### config.mk
export PLATFORM = sky130hd
export DESIGN_NAME = multi_hand_comparator
export DESIGN_NICKNAME = d
export VERILOG_FILES = /design/src/rtl/poker_types_pkg.sv /design/src/rtl/multi_hand_comparator_eval.sv /design/src/rtl/multi_hand_comparator.sv
export SDC_FILE = /design/constraint.sdc
export NUM_CORES = 2
export LEC_CHECK = 0
export BUFFER_PORTS_ARGS = -buffer_cell sky130_fd_sc_hd__buf_4
export CORE_MARGIN = 10
export CORE_UTILIZATION = 28
export CTS_CLUSTER_SIZE = 12
export DETAILED_ROUTE_END_ITERATION = 10
export GPL_TIMING_DRIVEN = 0
export HOLD_SLACK_MARGIN = 0.08
export PLACE_DENSITY_LB_ADDON = 0.3
export SYNTH_ARGS = -nofsm -noshare
export SYNTH_HDL_FRONTEND = slang
export SYNTH_SLANG_ARGS = --single-unit
export TNS_END_PERCENT = 10
### constraint.sdc
create_clock -name clk -period 14.1 [get_ports clk]
set_input_delay 1.41 -clock clk [delete_from_list [all_inputs] [get_ports clk]]
set_output_delay 1.41 -clock clk [all_outputs]
set_load 0.05 [all_outputs]
### src/rtl/poker_types_pkg.sv
// Shared poker types and helpers for the showdown comparators.
// Cards are {suit, rank} with rank 2..14 (ace high); scores compare as {hand_type, hand_rank}.
package poker_types;

    typedef struct packed {
        logic [1:0] suit;
        logic [3:0] rank;
    } card_t;

    typedef enum logic [3:0] {
        HIGH_CARD      = 4'd0,
        ONE_PAIR       = 4'd1,
        TWO_PAIR       = 4'd2,
        THREE_KIND     = 4'd3,
        STRAIGHT       = 4'd4,
        FLUSH          = 4'd5,
        FULL_HOUSE     = 4'd6,
        FOUR_KIND      = 4'd7,
        STRAIGHT_FLUSH = 4'd8
    } hand_type_t;

    typedef struct packed {
        hand_type_t  hand_type;
        logic [15:0] hand_rank;
    } score_t;

    typedef enum logic [1:0] {
        ST_IDLE   = 2'd0,
        ST_EVAL   = 2'd1,
        ST_REDUCE = 2'd2,
        ST_DONE   = 2'd3
    } cmp_state_t;

    localparam int NUM_COMBOS = 21;

    // Five indices into the 7-card array {hole0, hole1, comm0..comm4}, element 0 lowest.
    typedef logic [4:0][2:0] combo_t;
    localparam combo_t COMBO_FIRST = {3'd4, 3'd3, 3'd2, 3'd1, 3'd0};

    // Next 5-of-7 combination in lexicographic order; wraps to the first after {2,3,4,5,6}.
    function automatic combo_t combo_next(input combo_t c);
        combo_t     n;
        logic       found;
        logic [2:0] piv;
        found = 1'b0;
        piv   = 3'd0;
        for (int i = 0; i < 5; i++) begin
            if (c[i] < 3'(i + 2)) begin
                found = 1'b1;
                piv   = 3'(i);
            end else begin
                piv   = piv;
            end
        end
        n = COMBO_FIRST;
        if (found) begin
            for (int j = 0; j < 5; j++) begin
                if (3'(j) < piv) n[j] = c[j];
                else             n[j] = c[piv] + 3'd1 + (3'(j) - piv);
            end
        end else begin
            n = COMBO_FIRST;
        end
        return n;
    endfunction

    function automatic logic score_gt(input score_t a, input score_t b);
        return {a.hand_type, a.hand_rank} > {b.hand_type, b.hand_rank};
    endfunction

    function automatic logic [3:0] popcount8(input logic [7:0] v);
        logic [3:0] n;
        n = 4'd0;
        for (int i = 0; i < 8; i++) n = n + {3'd0, v[i]};
        return n;
    endfunction

endpackage

### src/rtl/multi_hand_comparator_eval.sv
// Five-card hand evaluator: classifies the hand and registers its score one cycle later.
// Rank encoding: straights by top card, grouped hands by group ranks then kickers, flush/high card by rank bitmap.
module hand_eval_5card
    import poker_types::*;
(
    input  logic   clk,
    input  logic   reset,
    input  card_t  cards [5],
    output score_t score
);

    logic [2:0]  cnt_s [13];
    logic [12:0] mask_s;
    logic        flush_s;
    logic        straight_s;
    logic [3:0]  top_s;
    logic [3:0]  quad_s;
    logic [3:0]  trips_s;
    logic [3:0]  pair_hi_s;
    logic [3:0]  pair_lo_s;
    logic [1:0]  npair_s;
    logic [2:0]  nsingle_s;
    logic [3:0]  kick_s [3];
    score_t      score_s;

    // Rank histogram, rank bitmap and flush detection.
    always_comb begin
        for (int r = 0; r < 13; r++) cnt_s[r] = 3'd0;
        for (int i = 0; i < 5; i++) begin
            for (int r = 0; r < 13; r++) begin
                if (cards[i].rank == 4'(r + 2)) cnt_s[r] = cnt_s[r] + 3'd1;
                else                            cnt_s[r] = cnt_s[r];
            end
        end
        for (int r = 0; r < 13; r++) mask_s[r] = (cnt_s[r] != 3'd0);
        flush_s = 1'b1;
        for (int i = 1; i < 5; i++) flush_s = flush_s & (cards[i].suit == cards[0].suit);
    end

    // Straight detection; the ace-low wheel tops out at five.
    always_comb begin
        straight_s = (mask_s == 13'b1_0000_0000_1111);
        top_s      = straight_s ? 4'd5 : 4'd0;
        for (int t = 4; t < 13; t++) begin
            if (mask_s[t -: 5] == 5'b11111) begin
                straight_s = 1'b1;
                top_s      = 4'(t + 2);
            end else begin
                top_s      = top_s;
            end
        end
    end

    // Group ranks and descending kickers, scanning from ace down.
    always_comb begin
        quad_s    = 4'd0;
        trips_s   = 4'd0;
        pair_hi_s = 4'd0;
        pair_lo_s = 4'd0;
        npair_s   = 2'd0;
        nsingle_s = 3'd0;
        for (int k = 0; k < 3; k++) kick_s[k] = 4'd0;
        for (int r = 12; r >= 0; r--) begin
            case (cnt_s[r])
                3'd4: quad_s  = 4'(r + 2);
                3'd3: trips_s = 4'(r + 2);
                3'd2: begin
                    if (npair_s == 2'd0) pair_hi_s = 4'(r + 2);
                    else                 pair_lo_s = 4'(r + 2);
                    npair_s = npair_s + 2'd1;
                end
                3'd1: begin
                    for (int k = 0; k < 3; k++) begin
                        if (nsingle_s == 3'(k)) kick_s[k] = 4'(r + 2);
                        else                    kick_s[k] = kick_s[k];
                    end
                    nsingle_s = nsingle_s + 3'd1;
                end
                default: nsingle_s = nsingle_s;
            endcase
        end
    end

    // Hand classification, strongest category first.
    always_comb begin
        score_s.hand_type = HIGH_CARD;
        score_s.hand_rank = {3'd0, mask_s};
        if (straight_s && flush_s) begin
            score_s.hand_type = STRAIGHT_FLUSH;
            score_s.hand_rank = {12'd0, top_s};
        end else if (quad_s != 4'd0) begin
            score_s.hand_type = FOUR_KIND;
            score_s.hand_rank = {8'd0, quad_s, kick_s[0]};
        end else if ((trips_s != 4'd0) && (npair_s != 2'd0)) begin
            score_s.hand_type = FULL_HOUSE;
            score_s.hand_rank = {8'd0, trips_s, pair_hi_s};
        end else if (flush_s) begin
            score_s.hand_type = FLUSH;
            score_s.hand_rank = {3'd0, mask_s};
        end else if (straight_s) begin
            score_s.hand_type = STRAIGHT;
            score_s.hand_rank = {12'd0, top_s};
        end else if (trips_s != 4'd0) begin
            score_s.hand_type = THREE_KIND;
            score_s.hand_rank = {4'd0, trips_s, kick_s[0], kick_s[1]};
        end else if (npair_s == 2'd2) begin
            score_s.hand_type = TWO_PAIR;
            score_s.hand_rank = {4'd0, pair_hi_s, pair_lo_s, kick_s[0]};
        end else if (npair_s == 2'd1) begin
            score_s.hand_type = ONE_PAIR;
            score_s.hand_rank = {pair_hi_s, kick_s[0], kick_s[1], kick_s[2]};
        end else begin
            score_s.hand_type = HIGH_CARD;
            score_s.hand_rank = {3'd0, mask_s};
        end
    end

    // Result register.
    always_ff @(posedge clk or posedge reset) begin
        if (reset) score <= '0;
        else       score <= score_s;
    end

endmodule

### src/rtl/multi_hand_comparator.sv
// N-player showdown: sweeps all 21 five-of-seven combinations per seat, keeps each seat's best
// score, then reduces across active seats to a winner mask with split pots on ties.
module multi_hand_comparator
    import poker_types::*;
#(
    parameter int NUM_PLAYERS = 4,
    parameter int CNT_W       = $clog2(NUM_PLAYERS + 1)
)(
    input  logic                   clk,
    input  logic                   reset,
    input  logic                   in_valid,
    output logic                   in_ready,
    input  card_t                  hole [NUM_PLAYERS][2],
    input  card_t                  community [5],
    input  logic [NUM_PLAYERS-1:0] active,
    output logic                   out_valid,
    input  logic                   out_ready,
    output logic [NUM_PLAYERS-1:0] winner_mask,
    output logic [CNT_W-1:0]       num_winners,
    output hand_type_t             win_type,
    output logic [15:0]            win_rank,
    output logic                   no_contest
);

    cmp_state_t             state_r, state_s;
    card_t                  hole_r [NUM_PLAYERS][2];
    card_t                  comm_r [5];
    logic [NUM_PLAYERS-1:0] active_r;
    combo_t                 combo_r;
    logic [4:0]             combo_idx_r;
    logic                   eval_valid_r;
    score_t                 best_r  [NUM_PLAYERS];
    score_t                 score_s [NUM_PLAYERS];
    score_t                 max_s;
    logic [NUM_PLAYERS-1:0] mask_s;
    logic                   accept_s;
    logic                   eval_reset_s;

    assign eval_reset_s = ~reset;
    assign accept_s     = (state_r == ST_IDLE) && in_valid && in_ready;

    for (genvar p = 0; p < NUM_PLAYERS; p++) begin : g_seat
        card_t seven_s [7];
        card_t pick_s  [5];

        // Present the current combination of this seat's seven cards.
        always_comb begin
            seven_s[0] = hole_r[p][0];
            seven_s[1] = hole_r[p][1];
            for (int i = 0; i < 5; i++) seven_s[i + 2] = comm_r[i];
            for (int i = 0; i < 5; i++) pick_s[i] = seven_s[combo_r[i]];
        end

        hand_eval_5card u_eval (
            .clk   (clk),
            .reset (eval_reset_s),
            .cards (pick_s),
            .score (score_s[p])
        );
    end

    // Next-state logic.
    always_comb begin
        state_s = state_r;
        case (state_r)
            ST_IDLE:   state_s = accept_s ? ST_EVAL : ST_IDLE;
            ST_EVAL:   state_s = (combo_idx_r == 5'(NUM_COMBOS)) ? ST_REDUCE : ST_EVAL;
            ST_REDUCE: state_s = ST_DONE;
            ST_DONE:   state_s = (out_valid && out_ready) ? ST_IDLE : ST_DONE;
            default:   state_s = ST_IDLE;
        endcase
    end

    // Winner reduction over active seats; an empty table leaves max at zero.
    always_comb begin
        max_s = '0;
        for (int p = 0; p < NUM_PLAYERS; p++) begin
            if (active_r[p] && score_gt(best_r[p], max_s)) max_s = best_r[p];
            else                                           max_s = max_s;
        end
        for (int p = 0; p < NUM_PLAYERS; p++) mask_s[p] = active_r[p] && (best_r[p] == max_s);
    end

    // State register and ready flag.
    always_ff @(posedge clk or negedge reset) begin
        if (!reset) begin
            state_r  <= ST_IDLE;
            in_ready <= 1'b1;
        end else begin
            state_r  <= state_s;
            in_ready <= (state_s == ST_IDLE);
        end
    end

    // Request capture, combination sweep and per-seat best-score tracking.
    always_ff @(posedge clk or negedge reset) begin
        if (!reset) begin
            for (int p = 0; p < NUM_PLAYERS; p++) begin
                hole_r[p][0] <= '0;
                hole_r[p][1] <= '0;
                best_r[p]    <= '0;
            end
            for (int i = 0; i < 5; i++) comm_r[i] <= '0;
            active_r     <= '0;
            combo_r      <= COMBO_FIRST;
            combo_idx_r  <= 5'd0;
            eval_valid_r <= 1'b0;
        end else if (accept_s) begin
            hole_r       <= hole;
            comm_r       <= community;
            active_r     <= active;
            combo_r      <= COMBO_FIRST;
            combo_idx_r  <= 5'd0;
            eval_valid_r <= 1'b0;
            for (int p = 0; p < NUM_PLAYERS; p++) best_r[p] <= '0;
        end else if (state_r == ST_EVAL) begin
            combo_r      <= combo_next(combo_r);
            combo_idx_r  <= combo_idx_r + 5'd1;
            eval_valid_r <= (combo_idx_r != 5'(NUM_COMBOS));
            for (int p = 0; p < NUM_PLAYERS; p++) begin
                if (eval_valid_r && score_gt(score_s[p], best_r[p])) best_r[p] <= score_s[p];
                else                                                 best_r[p] <= best_r[p];
            end
        end else begin
            eval_valid_r <= 1'b0;
        end
    end

    // Result registers, held through backpressure.
    always_ff @(posedge clk or negedge reset) begin
        if (!reset) begin
            out_valid   <= 1'b0;
            no_contest  <= 1'b0;
            winner_mask <= '0;
            num_winners <= '0;
            win_type    <= HIGH_CARD;
            win_rank    <= 16'd0;
        end else if (state_r == ST_REDUCE) begin
            out_valid   <= 1'b1;
            no_contest  <= (active_r == '0);
            winner_mask <= mask_s;
            num_winners <= CNT_W'(popcount8(8'(mask_s)));
            win_type    <= max_s.hand_type;
            win_rank    <= max_s.hand_rank;
        end else if ((state_r == ST_DONE) && out_ready) begin
            out_valid   <= 1'b0;
        end else begin
            out_valid   <= out_valid;
        end
    end

endmodule
==> reports/qor.csv <==
stage,metric,value,unit
status,status,"finished, final reports clean",
global_route,grtUsageTotal,21.8,%
setup_path,crit_type,reg2reg,
placement,routabilityCongestion,1.01,
setup_path,cp.arrival,13.80,ns
synthesis,mappedNetlistArea,53800,um2
global_route,grt_pass1_wl,358,mm
cts,cts_made_buffers,40,
global_route,use_met3,3.15,%
setup_path,critPathSlowestCell,clkbuf_1,
timing,period_share,95.0,%
placement,dp_slack,-0.907,ns
synthesis,synthSimpleGateAreaFrac,27.8,%
timing,worst_slew_pin_slew,1.42,ns
detailed_routing,detail_route.vias_per_cell,5.75,
cts,postCtsHoldBufs,0,
finish,nets,8257,
synthesis,synth_fp_nets,8092,
global_route,grt_pass1_vias,55330,
synthesis,synth_ff_type,dfrtp_1,
timing,hold_viol_final,0,
setup_path,worst_path_most_repeated_cell,ha_1,
die,coreArea,191000,um2
global_route,grt_max_degree,116,
setup_path,worst_r2r_endpoint,g_seat[2].u_eval.score[5]$_DFF_PN0_,
finish,nFillCells,20706,
setup_path,cp.required,14.51,ns
setup_path,end_kind,flop,
detailed_routing,wl_per_cell,23.8,um
setup_path,crit_end,g_seat[2].u_eval.score[5]$_DFF_PN0_,
timing,relSlewSlack,5.51,%
detailed_routing,drtAntennaViolNets,0,
worst_hold_path,hold_path_class,reg2reg,
run,drv_cap,0,
synthesis,ys_types,131,
setup_path,rr_worst_depth,49,
timing,clock_skew,0.0482,ns
global_route,antenna_found_initial,14,
timing,fin_crit,13.39,ns
global_route,grtUsageMet2,35.4,%
setup_path,critPathLaunchType,flop,
synthesis,synth_xor_area_share,10.0,%
finish,fin_cells,10171,
timing,setup_viol,0,
synthesis,synth_top_family_by_area,simple AND/OR/NAND/NOR gates,
detailed_routing,vias,58463,
synthesis,synth_mux_area_share,5.96,%
detailed_routing,drt_iter0_markers,5468,
synthesis,yosys_register_bits,295,
placement,io_buffers,115,
timing,drv_slew,0,
timing,grt_setup_unrepaired,false,
synthesis,synth_compound_area_share,23.9,%
setup_path,critical-path-max-stage-delay,0.95,ns
global_route,grtUsageMet1,28.7,%
cts,root_buffer,clkbuf_16,
synthesis,yosys_warnings,0,
placement,place_inst,10093,
die,die_y,458,um
cts,cts_buffer_depth,3,
cts,path_clk_slew,0.07,ns
synthesis,ys_seq_area_share,13.7,%
synthesis,synth_cells,7460,
finish,regArea,7390,um2
cts,cts_tree,done,
finish,multiInputGateArea,43500,um2
setup_path,reg2reg_from,combo_r[10]$_DFFE_PN1P_,
detailed_routing,drtPass1Iterations,7,
detailed_routing,drc,0,
synthesis,synthArstFlopShare,100,%
cts,htree_levels,2,
synthesis,synth_fa_ha_area_share,12.8,%
die,die-area,210000,um2
die,die_w,458,um
cts,clk_latency,0.63,ns
cts,clock_sinks,295,
detailed_routing,totalWireLength,242,mm
synthesis,synth_edf_count,0,
setup_path,startpoint,combo_r[10]$_DFFE_PN1P_,
finish,area_delta_synth_final,10.6,%
setup_path,crit_fanout,10,
synthesis,synth.avg_cell_area,7.21,um2
die,start_util,28.2,%
global_route,top_usage_layer,met2,
die,rows,160,
finish,drive_gt1_share,7.54,%
timing,fmax,0.0747,GHz
die,ioPinCount,116,
timing,final.setup.worst_slack,0.707,ns
setup_path,regToRegSetupSlack,0.71,ns
placement,dp_hpwl,200,mm
global_route,overflow,0,
[cell families (layout without fill, tap and decap cells)]
family                   after synthesis  count (layout)
multiplexers                         278             278
AND/OR/NAND/NOR                     3146            3146
adder cells (fa/ha/maj)              546             546
flip-flops                           295             295
other                                  0               5
AO/OA/AOI/OAI                       1932            1932
XOR/XNOR                             490             490
buffers and inverters                773             968
[worst min-delay path by stage]
stage	from	end	slack [ns]	cells past startpoint
floorplan	g_seat[3].u_eval.score[0]$_DFF_PN0_	best_r[0]$_DFFE_PN0P_	0.45	2
global placement	num_winners[2]$_DFFE_PN0P_	num_winners[2]$_DFFE_PN0P_	0.47	2
detailed placement	g_seat[0].u_eval.score[0]$_DFF_PN0_	best_r[60]$_DFFE_PN0P_	0.47	2
CTS	g_seat[0].u_eval.score[0]$_DFF_PN0_	best_r[60]$_DFFE_PN0P_	0.48	2
global route	num_winners[0]$_DFFE_PN0P_	num_winners[0]$_DFFE_PN0P_	0.50	2
finish	g_seat[0].u_eval.score[0]$_DFF_PN0_	best_r[60]$_DFFE_PN0P_	0.47	2
[worst max-delay path, delay by kind of cell, from the launching register on]
| family | cells | cell delay [ns] |
|---|---|---|
| buffers and inverters | 9 | 1.96 |
| and+or+nand+nor | 12 | 2.11 |
| xor gates and xnor gates | 1 | 0.56 |
| DFF | 1 | 0.59 |
| AOI/OAI and AO/OA | 13 | 3.47 |
| muxes | 4 | 1.42 |
| adders and majority gates | 10 | 3.01 |
[metal layers]
layer / vias up / wire length, um
li1: 27230 / -
met1: 28289 / 105000
met2: 2413 / 108000
met3: 521 / 17400
met4: 10 / 12800
met5: - / 74
[what timing repair did]
action	in CTS	in global routing
gates resized for setup	24	66
buffers inserted	0	4
hold endpoints to repair	0	0
setup endpoints to repair	36	63
pin swaps	0	3
[synth_stat cells, types with 21 or more instances]
master / count / area [um2]
and4_1: 21 / 184
nand2b_1: 147 / 920
inv_1: 473 / 1780
mux2i_1: 166 / 1660
nor2_1: 614 / 2300
nor4_1: 78 / 488
o2111ai_1: 21 / 184
o211ai_1: 122 / 916
mux2_2: 86 / 968
nand3b_1: 24 / 180
o21ai_0: 456 / 2280
a211o_1: 30 / 263
o21ai_1: 27 / 135
nand4_1: 121 / 757
dfrtp_1: 289 / 7230
nor2b_1: 118 / 738
xnor3_1: 49 / 1100
a31oi_1: 58 / 363
nand2_1: 1153 / 4330
buf_2: 39 / 195
and2_1: 95 / 594
or3_1: 58 / 363
o31ai_1: 121 / 908
and3_1: 107 / 669
mux4_2: 24 / 541
a211oi_1: 66 / 495
a21boi_0: 42 / 315
ha_1: 540 / 6760
o22a_1: 32 / 280
a21o_1: 71 / 533
o221ai_1: 22 / 193
xnor2_1: 253 / 2220
xor2_1: 156 / 1370
o22ai_1: 82 / 513
a22oi_1: 27 / 203
o21a_1: 37 / 278
nor3_1: 181 / 906
a21oi_1: 436 / 2180
nand3_1: 299 / 1500
or2_2: 41 / 257
clkbuf_1: 217 / 815
[cell type report]
class                           count  share of cell area (%)
Multi-Input combinational cell   6392                    73.0
Sequential cell                   295                    12.4
Tap cell                         2511                    5.28
Inverter                          481                    3.04
Buffer                            288                    2.19
Clock buffer                       55                    1.88
Timing Repair Buffer              127                    1.68
Clock inverter                     17                   0.454
Antenna cell                        5                  0.0210
[cells in the final DEF (no fill, tap or decap), types with 130 or more instances in the layout]
cell type / count
nand3_1: 299
nor2_1: 604
xor2_1: 156
o21ai_0: 449
nor3_1: 181
mux2i_1: 166
ha_1: 540
xnor2_1: 252
clkbuf_1: 204
inv_1: 473
buf_4: 130
nand2b_1: 147
a21oi_1: 429
nand2_1: 1151
dfrtp_1: 287
[flip-flops by register name, summed over array words and instances (netlist names), 3 cells and up]
signal               cells
combo_idx_r              5
combo_r                 15
num_winners              3
g_seat.seven_s          48
best_r                  80
active_r                 4
g_seat.u_eval.score     80
win_rank                16
comm_r                  30
win_type                 4
winner_mask              4
[metrics by stage]
step | utilization [%] | setup TNS [ns] | hold WS, ns | cell area (um2)
4_1_cts | 31.1 | 0 | 0.475 | 59300
3_5_place_dp | 30.4 | -16.59 | 0.466 | 57900
5_1_grt | 31.2 | 0 | 0.502 | 59500
3_3_place_gp | 30.3 | -12.50 | 0.466 | 57800
2_1_floorplan | - | 0 | 0.449 | 53800
6_report | 31.2 | 0 | 0.469 | 59500
Power is left out: the tool's default activity adds up to more than one toggle a clock period on the data nets, which glitch-free logic cannot reach.
